File: src/rtl/rx_phase_scan.sv
// Sampling-offset scan controller: measures the BER at every candidate RX offset
// and locks onto the offset with the fewest errors (lowest offset wins ties).
module rx_phase_scan #(
  parameter int              OS        = 4,
  parameter int              NB_OFFSET = 2,
  parameter int              NB_CNT    = 64,
  parameter longint unsigned WINDOW    = 1024,
  parameter int              SETTLE    = 16,
  parameter int              NB_SETTLE = 8
) (
  input  logic                 clock,
  input  logic                 i_reset,
  input  logic                 i_start,
  input  logic                 i_valid,
  input  logic [NB_CNT-1:0]    i_errors,
  input  logic [NB_CNT-1:0]    i_bits,
  output logic [NB_OFFSET-1:0] o_offset,
  output logic                 o_ber_clear,
  output logic                 o_busy,
  output logic                 o_locked,
  output logic                 o_done,
  output logic [NB_CNT-1:0]    o_best_errors
);

  localparam logic [NB_CNT-1:0]    W_WIN    = NB_CNT'(WINDOW);
  localparam logic [NB_SETTLE-1:0] L_SETTLE = NB_SETTLE'(SETTLE);
  localparam logic [NB_OFFSET-1:0] LAST_OFF = NB_OFFSET'(OS - 1);

  typedef enum logic [2:0] {
    S_IDLE, S_SETTLE, S_CLEAR, S_MEASURE, S_COMPARE, S_LOCK
  } state_t;

  state_t                 r_state;
  logic [NB_OFFSET-1:0]   r_offset;
  logic                   r_ber_clear;
  logic                   r_busy;
  logic                   r_locked;
  logic                   r_done;
  logic [NB_CNT-1:0]      r_best_errors;
  logic [NB_CNT-1:0]      r_best_err;
  logic [NB_OFFSET-1:0]   r_best_off;
  logic [NB_SETTLE-1:0]   r_settle_cnt;
  logic [NB_CNT-1:0]      r_latched;

  logic [NB_SETTLE-1:0]   w_settle_inc;
  logic                   w_better;
  logic [NB_CNT-1:0]      w_best_err_n;
  logic [NB_OFFSET-1:0]   w_best_off_n;

  assign w_settle_inc = r_settle_cnt + 1'b1;
  // Strict compare so an equal count never displaces an earlier (lower) offset.
  assign w_better     = (r_latched < r_best_err);
  assign w_best_err_n = w_better ? r_latched : r_best_err;
  assign w_best_off_n = w_better ? r_offset  : r_best_off;

  always_ff @(posedge clock or posedge i_reset) begin
    if (i_reset) begin
      r_state       <= S_IDLE;
      r_offset      <= '0;
      r_ber_clear   <= 1'b0;
      r_busy        <= 1'b0;
      r_locked      <= 1'b0;
      r_done        <= 1'b0;
      r_best_errors <= '1;
      r_best_err    <= '1;
      r_best_off    <= '0;
      r_settle_cnt  <= '0;
    end else begin
      r_done      <= 1'b0;
      r_ber_clear <= 1'b0;
      case (r_state)
        S_IDLE, S_LOCK: begin
          if (i_start) begin
            r_state       <= S_SETTLE;
            r_offset      <= '0;
            r_best_err    <= '1;
            r_best_off    <= '0;
            r_settle_cnt  <= '0;
            r_busy        <= 1'b1;
            r_locked      <= 1'b0;
            r_best_errors <= '1;
          end
        end
        S_SETTLE: begin
          if (i_valid) begin
            r_settle_cnt <= w_settle_inc;
            if (w_settle_inc == L_SETTLE) begin
              r_state     <= S_CLEAR;
              r_ber_clear <= 1'b1;
            end
          end
        end
        S_CLEAR: r_state <= S_MEASURE;
        S_MEASURE: begin
          if (i_bits >= W_WIN) r_state <= S_COMPARE;
        end
        S_COMPARE: begin
          r_best_err <= w_best_err_n;
          r_best_off <= w_best_off_n;
          if (r_offset == LAST_OFF) begin
            r_state       <= S_LOCK;
            r_offset      <= w_best_off_n;
            r_best_errors <= w_best_err_n;
            r_done        <= 1'b1;
            r_locked      <= 1'b1;
            r_busy        <= 1'b0;
          end else begin
            r_offset     <= r_offset + 1'b1;
            r_settle_cnt <= '0;
            r_state      <= S_SETTLE;
          end
        end
        default: r_state <= S_IDLE;
      endcase
    end
  end

  // Error snapshot is pure data: only meaningful after a MEASURE hit, so no reset.
  always_ff @(posedge clock) begin
    if (r_state == S_MEASURE && i_bits >= W_WIN) r_latched <= i_errors;
  end

  assign o_offset      = r_offset;
  assign o_ber_clear   = r_ber_clear;
  assign o_busy        = r_busy;
  assign o_locked      = r_locked;
  assign o_done        = r_done;
  assign o_best_errors = r_best_errors;

endmodule

File: config.mk
export PLATFORM = sky130hd
export DESIGN_NAME = rx_phase_scan
export DESIGN_NICKNAME = d
export VERILOG_FILES = /design/src/rtl/rx_phase_scan.sv
export SDC_FILE = /design/constraint.sdc
export NUM_CORES = 1
export LEC_CHECK = 0
export BUFFER_PORTS_ARGS = -buffer_cell sky130_fd_sc_hd__buf_2
export CAP_MARGIN = 20
export CORE_UTILIZATION = 51
export CTS_CLUSTER_DIAMETER = 40
export DETAILED_ROUTE_END_ITERATION = 12
export GPL_ROUTABILITY_DRIVEN = 1
export GPL_TIMING_DRIVEN = 0
export PLACE_DENSITY_LB_ADDON = 0.12
export RECOVER_POWER = 50
export SYNTH_ARGS = -nofsm -noshare
export SYNTH_HDL_FRONTEND = slang
export SYNTH_SLANG_ARGS = --single-unit
File: constraint.sdc
create_clock -name clock -period 5.9 [get_ports clock]
set_input_delay 0.295 -clock clock [delete_from_list [all_inputs] [get_ports clock]]
set_output_delay 0.295 -clock clock [all_outputs]
set_load 0.05 [all_outputs]
==> results.ini <==
[status]
status=complete, but fails checks
violations=capacitance limit, slew limit

[synth]
synth_flop_cell=dfstp_2
synth_top_area_share=0.295
ys_seq_area_frac=0.505
yosys_warnings=0
avgSynthCellArea_sq_um=10.4
async_reset_ff_frac=0.697
synth_area_sq_mm=0.0114
synth_largest_area_cell=dfstp_2
synth_edf_count=64
synth_cells=1096
ys_top_cells_by_area=dfstp_2 29%, edfxtp_1 17%, nor4_1 7.8%
syn_nets=1293
ys_seq_elements=211
synth.distinct_cells=58

[worst_setup_path]
crit_fanout=10
crit_path_end_kind=register
worstRegToRegCells=10
path_class=reg -> reg
worstPathRequired_ps=6310
r2r-start=r_best_err[47]$_DFFE_PP1P_
r2r_slack_ps=2160
worstSetupStartpointType=register
crit_arrival_ps=4150
rr_endpoint=r_best_err[41]$_DFFE_PP1P_

[global_route]
grt_pass1_wl_microns=51200
grt_usage=0.285
antenna_found_initial=0
grt_overflow_total=0
grt_max_degree=80
grt_pass1_vias=9751

[detailed_routing]
ant_nets=0
firstDrtPassIters=4
wl_per_cell_microns=18.8
via_per_inst=5.85
routed_wl_microns=32100
detail_route.iter0.violations=514
drc=0
num_vias=9981

[floorplan]
dieArea_sq_mm=0.0230
fp.dieW_microns=152
start_util=0.521
coreArea_sq_mm=0.0219
rows=54
chipHeight_microns=152
io_pins=202

[worst_hold_path]
whs_endpoint=o_busy$_DFFE_PP0P_
hold_class=in -> reg
worstHoldPathCells=3
hold_start=i_start

[power_and_ir_drop]
switching_share=0.393
p_int_w=0.00436
power_switching_w=0.00282
peakVddDrop_mv=0.341
p_clk_frac=0.297
pwr-share-comb=0.358
pwr-share-seq=0.346
power.leakage_nw=6.12
p_total_w=0.00718
power_density_mw_per_mm2=490

[clock_network]
cts_setup_buffers=0
clock-root-buffer=clkbuf_16
cts_buffers=37
htree_levels=2
cts_sinks=211
cts-resized-gates=0
clk_pin_slew_ps=50
cts_tree=yes
holdBufCountCts=65
clk_latency_ps=520
clockBufferDepth=3

[sta]
drv_slew=79
maxSlewHeadroom=-1.42
hold_viol_final=0
layout_min_cycle_time_ps=3740
finalCritPeriodShare=0.633
clock.fmax_mhz=268
grt_setup_unrepaired=no
tightest_slew_ps=3610
finClkSkew_ps=20.6
finalSetupTns_ps=0
timing.final.ws_setup_ps=2160
setup_viol=0

[place]
gp_congestion=0.861
place_ws_ps=2220
placed_cells_incl_taps=1573
portBuffers=191
dpl.hpwl_microns=21600

[layout]
nNetsFinal=1595
fin_cells=1707
drive_gt1_frac=0.306
fin_util=0.669
diodes=0
syn_to_final_growth_pct=28.5

[job]
cap_violations=1

[cell families after synthesis]
kind of cell               share of synthesized area
DFF                                            0.505
xor gates and xnor gates                    0.000768
buffers and inverters                         0.0583
AOI/OAI and AO/OA                              0.170
adders and majority gates                     0.0713
muxes                                       0.000878
and+or+nand+nor                                0.193
[critical path, cell delays in order, from the launching register on]
cell       delay [ps]
dfstp_2           540
inv_1              70
ha_1              320
nand4_1           180
nor4_2            480
nand3_1           250
o2111ai_2         660
buf_4             340
clkbuf_1          420
nor4_1            110
a211oi_1          250
[per-layer routing]
metal | vias up | wire length, microns | track usage
met3 | 65 | 1800 | 0.0491
li1 | 4752 | - | -
met1 | 4859 | 14600 | 0.394
met2 | 305 | 15000 | 0.455
met5 | - | 0 | 0
met4 | 0 | 706 | 0.0901
[cell usage after synthesis, types with 12 or more instances]
| master | count |
|---|---|
| nor2_1 | 210 |
| ha_1 | 65 |
| inv_1 | 69 |
| nor4_1 | 143 |
| a21oi_1 | 27 |
| clkbuf_1 | 61 |
| nand2_1 | 38 |
| dfstp_2 | 128 |
| edfxtp_1 | 64 |
| nand4_1 | 14 |
| dfrtp_1 | 19 |
| buf_2 | 12 |
| nand3_1 | 12 |
| a311oi_1 | 13 |
| a311oi_2 | 50 |
| a211oi_1 | 68 |
| o21ai_0 | 19 |
[how the worst max path moves through the flow]
stage                                from                    endpoint  cells past startpoint
2_1_floorplan      r_state[1]$_DFFE_PP0P_      r_latched[0]$_DFFE_PP_                      3
3_3_place_gp       r_state[1]$_DFFE_PP0P_     r_latched[25]$_DFFE_PP_                      3
3_5_place_dp   r_best_err[47]$_DFFE_PP1P_  r_best_err[41]$_DFFE_PP1P_                     10
4_1_cts        r_best_err[47]$_DFFE_PP1P_  r_best_err[41]$_DFFE_PP1P_                     10
5_1_grt        r_best_err[47]$_DFFE_PP1P_  r_best_err[39]$_DFFE_PP1P_                     10
6_report       r_best_err[47]$_DFFE_PP1P_  r_best_err[41]$_DFFE_PP1P_                     10
[state kept, by name, indices dropped and copies added, names as in the netlist, 2 cells and up]
name / count
o_offset: 2
r_settle_cnt: 8
r_state: 3
r_latched: 64
o_best_errors: 64
r_best_err: 64
r_best_off: 2
[power groups by stage]
stage	Combinational [W]	Clock [W]	Sequential [W]
after floorplan	0.00126	0	0.00314
after global placement	0.00249	0	0.00249
after detailed placement	0.00254	0	0.00249
after CTS	0.00259	0.00216	0.00248
after global routing	0.00279	0.00223	0.00254
final	0.00257	0.00213	0.00248
[per-stage QoR]
step,area [sq um],hold WS (ps)
6_report,14700,128
5_1_grt,14700,142
4_1_cts,14700,117
3_5_place_dp,12800,473
3_3_place_gp,12700,471
2_1_floorplan,11400,394
[cell type report]
class / instances / area (sq um)
timing repair buffer: 263 / 1650
clock inverter: 21 / 215
tap: 280 / 350
fill: 1751 / 7240
inverter: 71 / 268
clock buffer: 47 / 1030
buffer: 86 / 398
multi-input combinational: 728 / 4990
sequential: 211 / 5760
[cells in the final DEF, fill, tap and decap left out, drive strengths merged, types with 4 or more instances in the layout]
cell type,count
and3,4
ha,65
o211ai,8
nor4,144
a21oi,27
edfxtp,64
nor3,8
buf,185
nand2,38
nor2,210
dfrtp,19
a311oi,63
dfstp,128
clkinv,12
clkbuf,146
o21ai,21
o21a,4
nand4,14
nand3,12
inv,74
dlygate4sd3,65
a211oi,68
Power figures use the tool's default switching activity.
